$ cat src/rtl/orbit_integrator.sv
// Per-frame fixed-point orbital integrator.
//
// On each accepted frame_tick, runs one semi-implicit Euler step of inverse-square gravity
// toward a fixed planet at (CX, CY). Position and velocity are signed Q16.8. The step uses a
// one-bit-per-cycle integer square root and a 32-cycle restoring divider, so each step has a
// fixed latency of 48 cycles.
//
// Ports:
//   clock_50    in   sole clock, rising edge
//   reset_n     in   asynchronous active-low reset
//   frame_tick  in   one-cycle pulse per frame; starts a step when idle
//   restart     in   synchronous one-cycle pulse; reloads the initial state
//   pos_x/pos_y out  ship position in integer pixels
//   out_valid   out  one-cycle strobe when pos_x/pos_y were just updated
//   busy        out  a step is in flight
//   crashed     out  sticky: radius fell below RMIN
//   escaped     out  sticky: position left the screen
//   overrun     out  sticky: a frame_tick arrived while busy and was dropped
module orbit_integrator #(
  parameter int CX    = 320,
  parameter int CY    = 240,
  parameter int GM    = 2000,
  parameter int X0    = 220,
  parameter int Y0    = 240,
  parameter int VX0   = 0,
  parameter int VY0   = 1145,
  parameter int RMIN  = 8,
  parameter int H_RES = 640,
  parameter int V_RES = 480
) (
  input  logic       clock_50,
  input  logic       reset_n,
  input  logic       frame_tick,
  input  logic       restart,
  output logic [9:0] pos_x,
  output logic [9:0] pos_y,
  output logic       out_valid,
  output logic       busy,
  output logic       crashed,
  output logic       escaped,
  output logic       overrun
);

  localparam logic signed [23:0] PxInit  = 24'(X0 * 256);
  localparam logic signed [23:0] PyInit  = 24'(Y0 * 256);
  localparam logic signed [23:0] VxInit  = 24'(VX0);
  localparam logic signed [23:0] VyInit  = 24'(VY0);
  localparam logic [9:0]         PosXInit = 10'(X0);
  localparam logic [9:0]         PosYInit = 10'(Y0);
  localparam logic [31:0]        DivNum  = 32'(GM) << 16;

  typedef enum logic [2:0] {
    StIdle, StSqr, StSqrt, StCube, StDiv, StAcc, StUpd, StHalt
  } state_e;

  state_e             state_q, state_d;
  logic signed [23:0] px_q, px_d, py_q, py_d;
  logic signed [23:0] vx_q, vx_d, vy_q, vy_d;
  logic signed [23:0] ax_q, ax_d, ay_q, ay_d;
  logic signed [16:0] dx_q, dx_d, dy_q, dy_d;
  logic [21:0]        r2_q, r2_d;
  logic [10:0]        root_q, root_d;
  logic [3:0]         bit_q, bit_d;
  logic [32:0]        r3_q, r3_d;
  logic [33:0]        rem_q, rem_d;
  logic [31:0]        quo_q, quo_d;
  logic [4:0]         cnt_q, cnt_d;
  logic [9:0]         pos_x_q, pos_x_d, pos_y_q, pos_y_d;
  logic               out_valid_q, out_valid_d;
  logic               crashed_q, crashed_d;
  logic               escaped_q, escaped_d;
  logic               overrun_q, overrun_d;

  // Saturate a wide signed value to signed 24-bit.
  function automatic logic signed [23:0] sat24(input logic signed [41:0] v);
    if (v > 42'sd8388607) begin
      return 24'sh7FFFFF;
    end else if (v < -42'sd8388608) begin
      return 24'sh800000;
    end else begin
      return v[23:0];
    end
  endfunction

  // ---------------------------------------------------------------------------------------------
  // Datapath helpers
  // ---------------------------------------------------------------------------------------------
  logic signed [15:0] ix, iy;
  logic signed [16:0] dx_calc, dy_calc;
  assign ix      = px_q[23:8];
  assign iy      = py_q[23:8];
  assign dx_calc = {ix[15], ix} - 17'(CX);
  assign dy_calc = {iy[15], iy} - 17'(CY);

  logic signed [33:0] dx_sq, dy_sq, r2_full;
  assign dx_sq   = dx_q * dx_q;
  assign dy_sq   = dy_q * dy_q;
  assign r2_full = dx_sq + dy_sq;

  // Bit-serial square root: try setting the current bit, keep it if trial^2 still fits.
  logic [10:0] trial, root_next;
  logic [21:0] trial_sq;
  assign trial     = root_q | (11'd1 << bit_q);
  assign trial_sq  = 22'(trial) * 22'(trial);
  assign root_next = (trial_sq <= r2_q) ? trial : root_q;

  logic [32:0] r3_calc;
  assign r3_calc = 33'(r2_q) * 33'(root_q);

  // Restoring divider: quo_q shifts the dividend out from the top and the quotient in at the
  // bottom, so after 32 steps it holds floor(DivNum / r3).
  logic [33:0] rem_shift, rem_sub;
  logic        rem_ge;
  assign rem_shift = {rem_q[32:0], quo_q[31]};
  assign rem_ge    = rem_shift >= {1'b0, r3_q};
  assign rem_sub   = rem_shift - {1'b0, r3_q};

  logic [23:0] k;
  assign k = (|quo_q[31:24]) ? 24'hFFFFFF : quo_q[23:0];

  logic signed [41:0] k_ext, dx_ext, dy_ext, prod_x, prod_y;
  assign k_ext  = {18'd0, k};
  assign dx_ext = {{25{dx_q[16]}}, dx_q};
  assign dy_ext = {{25{dy_q[16]}}, dy_q};
  assign prod_x = -(dx_ext * k_ext) >>> 8;
  assign prod_y = -(dy_ext * k_ext) >>> 8;

  logic signed [41:0] vx_sum, vy_sum;
  logic signed [23:0] vx_new, vy_new, px_new, py_new;
  logic [15:0]        ix_new, iy_new;
  logic               on_screen;
  assign vx_sum    = {{18{vx_q[23]}}, vx_q} + {{18{ax_q[23]}}, ax_q};
  assign vy_sum    = {{18{vy_q[23]}}, vy_q} + {{18{ay_q[23]}}, ay_q};
  assign vx_new    = sat24(vx_sum);
  assign vy_new    = sat24(vy_sum);
  assign px_new    = px_q + vx_new;
  assign py_new    = py_q + vy_new;
  assign ix_new    = px_new[23:8];
  assign iy_new    = py_new[23:8];
  assign on_screen = !ix_new[15] && (ix_new < 16'(H_RES)) &&
                     !iy_new[15] && (iy_new < 16'(V_RES));

  // rem_q never reaches bit 33 and the screen bounds keep r2 within 22 bits.
  logic unused_bits;
  assign unused_bits = ^{rem_q[33], r2_full[33:22]};

  // ---------------------------------------------------------------------------------------------
  // Next-state logic
  // ---------------------------------------------------------------------------------------------
  always_comb begin
    state_d     = state_q;
    px_d        = px_q;
    py_d        = py_q;
    vx_d        = vx_q;
    vy_d        = vy_q;
    ax_d        = ax_q;
    ay_d        = ay_q;
    dx_d        = dx_q;
    dy_d        = dy_q;
    r2_d        = r2_q;
    root_d      = root_q;
    bit_d       = bit_q;
    r3_d        = r3_q;
    rem_d       = rem_q;
    quo_d       = quo_q;
    cnt_d       = cnt_q;
    pos_x_d     = pos_x_q;
    pos_y_d     = pos_y_q;
    out_valid_d = 1'b0;
    crashed_d   = crashed_q;
    escaped_d   = escaped_q;
    overrun_d   = overrun_q;

    unique case (state_q)
      StIdle: begin
        if (frame_tick) begin
          dx_d    = dx_calc;
          dy_d    = dy_calc;
          state_d = StSqr;
        end
      end
      StSqr: begin
        r2_d    = r2_full[21:0];
        root_d  = '0;
        bit_d   = 4'd10;
        state_d = StSqrt;
      end
      StSqrt: begin
        root_d = root_next;
        bit_d  = bit_q - 4'd1;
        if (bit_q == 4'd0) begin
          if (root_next < 11'(RMIN)) begin
            crashed_d = 1'b1;
            state_d   = StHalt;
          end else begin
            state_d = StCube;
          end
        end
      end
      StCube: begin
        r3_d    = r3_calc;
        rem_d   = '0;
        quo_d   = DivNum;
        cnt_d   = '0;
        state_d = StDiv;
      end
      StDiv: begin
        rem_d = rem_ge ? rem_sub : rem_shift;
        quo_d = {quo_q[30:0], rem_ge};
        cnt_d = cnt_q + 5'd1;
        if (cnt_q == 5'd31) begin
          state_d = StAcc;
        end
      end
      StAcc: begin
        ax_d    = sat24(prod_x);
        ay_d    = sat24(prod_y);
        state_d = StUpd;
      end
      StUpd: begin
        vx_d = vx_new;
        vy_d = vy_new;
        px_d = px_new;
        py_d = py_new;
        if (on_screen) begin
          pos_x_d     = ix_new[9:0];
          pos_y_d     = iy_new[9:0];
          out_valid_d = 1'b1;
          state_d     = StIdle;
        end else begin
          escaped_d = 1'b1;
          state_d   = StHalt;
        end
      end
      StHalt: begin
        state_d = StHalt;
      end
      default: begin
        state_d = StIdle;
      end
    endcase

    // A tick while a step is in flight is dropped; HALT ignores ticks altogether.
    if (frame_tick && state_q != StIdle && state_q != StHalt) begin
      overrun_d = 1'b1;
    end

    // Restart wins over everything, including a coincident frame_tick.
    if (restart) begin
      state_d     = StIdle;
      px_d        = PxInit;
      py_d        = PyInit;
      vx_d        = VxInit;
      vy_d        = VyInit;
      pos_x_d     = PosXInit;
      pos_y_d     = PosYInit;
      out_valid_d = 1'b0;
      crashed_d   = 1'b0;
      escaped_d   = 1'b0;
      overrun_d   = 1'b0;
    end
  end

  // ---------------------------------------------------------------------------------------------
  // State registers
  // ---------------------------------------------------------------------------------------------
  always_ff @(posedge clock_50 or negedge reset_n) begin
    if (!reset_n) begin
      state_q     <= StIdle;
      px_q        <= PxInit;
      py_q        <= PyInit;
      vx_q        <= VxInit;
      vy_q        <= VyInit;
      ax_q        <= '0;
      ay_q        <= '0;
      dx_q        <= '0;
      dy_q        <= '0;
      r2_q        <= '0;
      root_q      <= '0;
      bit_q       <= '0;
      r3_q        <= '0;
      rem_q       <= '0;
      quo_q       <= '0;
      cnt_q       <= '0;
      pos_x_q     <= PosXInit;
      pos_y_q     <= PosYInit;
      out_valid_q <= 1'b0;
      crashed_q   <= 1'b0;
      escaped_q   <= 1'b0;
      overrun_q   <= 1'b0;
    end else begin
      state_q     <= state_d;
      px_q        <= px_d;
      py_q        <= py_d;
      vx_q        <= vx_d;
      vy_q        <= vy_d;
      ax_q        <= ax_d;
      ay_q        <= ay_d;
      dx_q        <= dx_d;
      dy_q        <= dy_d;
      r2_q        <= r2_d;
      root_q      <= root_d;
      bit_q       <= bit_d;
      r3_q        <= r3_d;
      rem_q       <= rem_d;
      quo_q       <= quo_d;
      cnt_q       <= cnt_d;
      pos_x_q     <= pos_x_d;
      pos_y_q     <= pos_y_d;
      out_valid_q <= out_valid_d;
      crashed_q   <= crashed_d;
      escaped_q   <= escaped_d;
      overrun_q   <= overrun_d;
    end
  end

  assign pos_x     = pos_x_q;
  assign pos_y     = pos_y_q;
  assign out_valid = out_valid_q;
  assign busy      = (state_q != StIdle) && (state_q != StHalt);
  assign crashed   = crashed_q;
  assign escaped   = escaped_q;
  assign overrun   = overrun_q;

endmodule
$ cat config.mk
export PLATFORM = sky130hd
export DESIGN_NAME = orbit_integrator
export DESIGN_NICKNAME = d
export VERILOG_FILES = /design/src/rtl/orbit_integrator.sv
export SDC_FILE = /design/constraint.sdc
export NUM_CORES = 2
export LEC_CHECK = 0
export ABC_AREA = 0
export CAP_MARGIN = 5
export CORE_MARGIN = 3
export CORE_UTILIZATION = 60
export CTS_BUF_LIST = sky130_fd_sc_hd__clkbuf_4 sky130_fd_sc_hd__clkbuf_8
export CTS_CLUSTER_DIAMETER = 80
export CTS_CLUSTER_SIZE = 24
export DETAILED_ROUTE_END_ITERATION = 10
export PLACE_DENSITY_LB_ADDON = 0.12
export SLEW_MARGIN = 40
export SYNTH_ARGS = -nofsm -noshare
export SYNTH_HDL_FRONTEND = slang
export SYNTH_SLANG_ARGS = --single-unit
$ cat constraint.sdc
create_clock -name clock_50 -period 7.4 [get_ports clock_50]
set_input_delay 1.48 -clock clock_50 [delete_from_list [all_inputs] [get_ports clock_50]]
set_output_delay 1.48 -clock clock_50 [all_outputs]
set_load 0.03 [all_outputs]
==> summary.txt <==
Global route
  • Met1 Resource Use GR: 40.5%
  • Vias in the first global route: 58800
  • Initial antenna violation count: 2
  • Gr ovfl total: 0
  • GRT met3 Usage: 3.10%
  • First-pass GRT wire length: 310000 µm
  • Largest net degree at the start of global routing: 150
  • Global-route track usage on met2: 56.1%
  • All-Layer GR Usage: 32.2%
  • GR peak layer: met2

Min path
  • Hold Crit Class: reg2reg
  • Critical hold path startpoint: r3_q[14]

Synth
  • #FFs+latches synth: 345
  • Syn_nets: 9914
  • Top-count cell post-synth: inv_1
  • Synth unique cells: 97
  • Synth top cells by count: inv_1, fa_1, nand2_1, ha_1, nor2_1
  • Async set-reset flop share out of synthesis: 100%
  • Post-synth top area share: 35.7%
  • Sequential area share after synthesis: 12.3%
  • YS warnings: 0
  • Post-synth EDFFs: 0
  • Synthesized cell area: 0.0702 mm²
  • Top post-synthesis cells by area: fa_1, ha_1, dfrtp_1, inv_1, nand2_1
  • Post-synth top area cell: fa_1
  • Synth Instances: 7938
  • Commonest register cell after synthesis: dfrtp_1
  • Post-Syn Area per Cell: 8.85 µm²

Clock network
  • Skew-Pair Late Insertion Delay: 0.76 ns
  • Clk sink count: 345
  • Clock Pin Slew Worst Setup and Hold Paths: 0.14 ns
  • CTS Buffer Depth: 3
  • Post-CTS Hold Fix Bufs: 0
  • CTS tree: yes
  • H-tree levels: 1
  • Total CTS buffers: 27
  • CTS root buf: clkbuf_8

Timing
  • Final slew viol count: 0
  • Max Fclk: 121 MHz
  • Worst Skew: 0.0553 ns
  • Tcrit/Tclk final: 111%
  • Setup TNS: -36.32 ns
  • Slew HR: 39.4%
  • Final worst path period need: 8.23 ns
  • Final worst-path setup slack: -0.832 ns
  • Worst Max-Slew Pin Slew: 0.902 ns
  • Hold Violations, Final: 0
  • Finish-stage setup viols: 60
  • Unrepaired setup endpoints after global routing: true

Final layout
  • Seq. cell area: 0.00866 mm²
  • Fraction of layout cells with a size suffix above 1: 10.8%
  • Area of the multi-input gates: 0.0548 mm²
  • Layout fillers: 9514
  • Biggest regs: r3_q: 33 flops, rem_q: 33 flops, quo_q: 32 flops
  • Final nets: 10300
  • Area Overhead vs Synth: 10.5%

Placed design
  • Port Buffers: 28
  • DP HPWL: 157000 µm
  • GP Congestion: 0.942

Critical path
  • R2R Setup Slk: -0.83 ns
  • Crit path launch type: register
  • Kind of critical path: reg2reg
  • Crit-path max FO: 15
  • Critical path origin: quo_q[26]
  • CP Capture Type: register
  • CP dominant cell by count: fa_1
  • Slowest stage delay, CP: 0.51 ns
  • Worst path required time: 8.03 ns
  • Critical Path End: ax_q[6]
  • Critical path arrival: 8.86 ns
  • Reg2Reg Depth: 33
  • RR Endpoint: ax_q[6]
  • Slowest stage cell, crit path: fa_1
  • R2R Path Start: quo_q[26]

Routing
  • Vias/cell: 5.60
  • Pre-Repair DR Iteration Count: 7
  • Total wire length: 190000 µm
  • ANT nets after route: 0
  • Iter 0 DRT Violations: 3498
  • DR vias: 54900
  • WL/cell: 19.4 µm
  • Drt drc: 0

Run
  • Max-cap violations: 0

Floorplan
  • Full die area: 0.121 mm²
  • Starting Density: 60.9%
  • Core area: 0.115 mm²
  • Die Y: 348 µm
  • I/O pins: 29
  • Die extent in x: 348 µm
  • Site Rows: 124

Status
  • Status: complete, but fails checks
  • Failing checks: setup timing
layer usage:
metal	wire length, µm	vias to the layer above
met5	0	-
met4	11100	0
met3	10600	449
met2	94000	1685
met1	74600	27700
li1	-	25100
how the worst min path moves through the flow:
| stage | end | slack, ns | depth (start not counted) |
|---|---|---|---|
| 3_3_place_gp | vy_q[18] | 0.46 | 2 |
| 3_5_place_dp | vy_q[20] | 0.47 | 2 |
| 2_1_floorplan | vy_q[11] | 0.45 | 2 |
| 4_1_cts | vy_q[20] | 0.50 | 2 |
| 6_report | r3_q[14] | 0.50 | 2 |
| 5_1_grt | vx_q[12] | 0.53 | 2 |
placed cells by master (no fill, tap or decap), types with 15 or more instances in the layout:
master           count
inv_1             1558
fa_1              1248
nand2_1           1049
ha_1               710
buf_4              585
nor2_1             526
and2_1             403
dfrtp_1            320
a21oi_1            248
o21ai_0            216
xnor2_1            196
a21o_1             104
xor2_1              84
nand3_1             68
nor3_1              65
nor2b_1             64
o21a_1              39
mux2i_1             37
a22o_1              35
nand2b_1            32
o21bai_1            31
buf_12              31
or2_2               29
nand2_2             29
o22ai_1             28
o211ai_1            27
a211oi_1            27
clkbuf_8            27
clkdlybuf4s50_1     26
a21oi_2             25
and3_1              24
dfstp_2             24
nand4_1             21
o21ai_1             20
or3_1               20
maj3_1              19
o31ai_1             15
a31oi_1             15
cells by family (layout without fill, tap and decap cells):
logic type	count (synthesis)	in the layout	synth area share (%)
muxes	44	44	0.639
other	0	5	0
DFF	345	345	12.3
xor gates and xnor gates	281	281	3.52
AOI/OAI and AO/OA	956	956	8.81
and+or+nand+nor	2402	2403	15.6
adders and majority gates	1991	1991	48.8
buffers and inverters	1919	2280	10.3
worst max-delay path: cells and delay by family, from the launching register on:
kind | cells | cell delay, ns
compound gates | 7 | 1.31
fa+ha+maj | 7 | 3.16
flops | 1 | 0.44
simple gates | 9 | 1.91
buf+inv | 10 | 1.30
stage by stage:
step           hold slack (ns)  utilization (%)  cells  area [µm²]  worst slack (ns)
6_report                 0.498             67.3   9817       77600            -0.832
2_1_floorplan            0.445                -   7938       70600            -0.269
3_5_place_dp             0.469             66.2   9739       76300            -0.866
4_1_cts                  0.501             67.0   9804       77300            -0.695
3_3_place_gp             0.459             66.1   9738       76200            -0.592
5_1_grt                  0.534             67.3   9813       77600             -1.17
layout make-up:
type,instances,area share [%]
clock buffer,28,0.489
multi-input combinational,5675,70.6
sequential,345,11.2
antenna,5,0.0161
timing repair buffer,664,7.29
clock inverter,22,0.382
tap,1512,2.44
inverter,1566,7.58
timing repair:
action,in CTS,in global routing
pin swaps,8,8
resized for setup,32,39
endpoints found under the hold margin,0,0
cloned,4,3
setup buffers,11,4
endpoints found under the setup margin,79,89
Power is left out: the tool's default activity adds up to more than one toggle a clock period on the data nets, which glitch-free logic cannot reach.
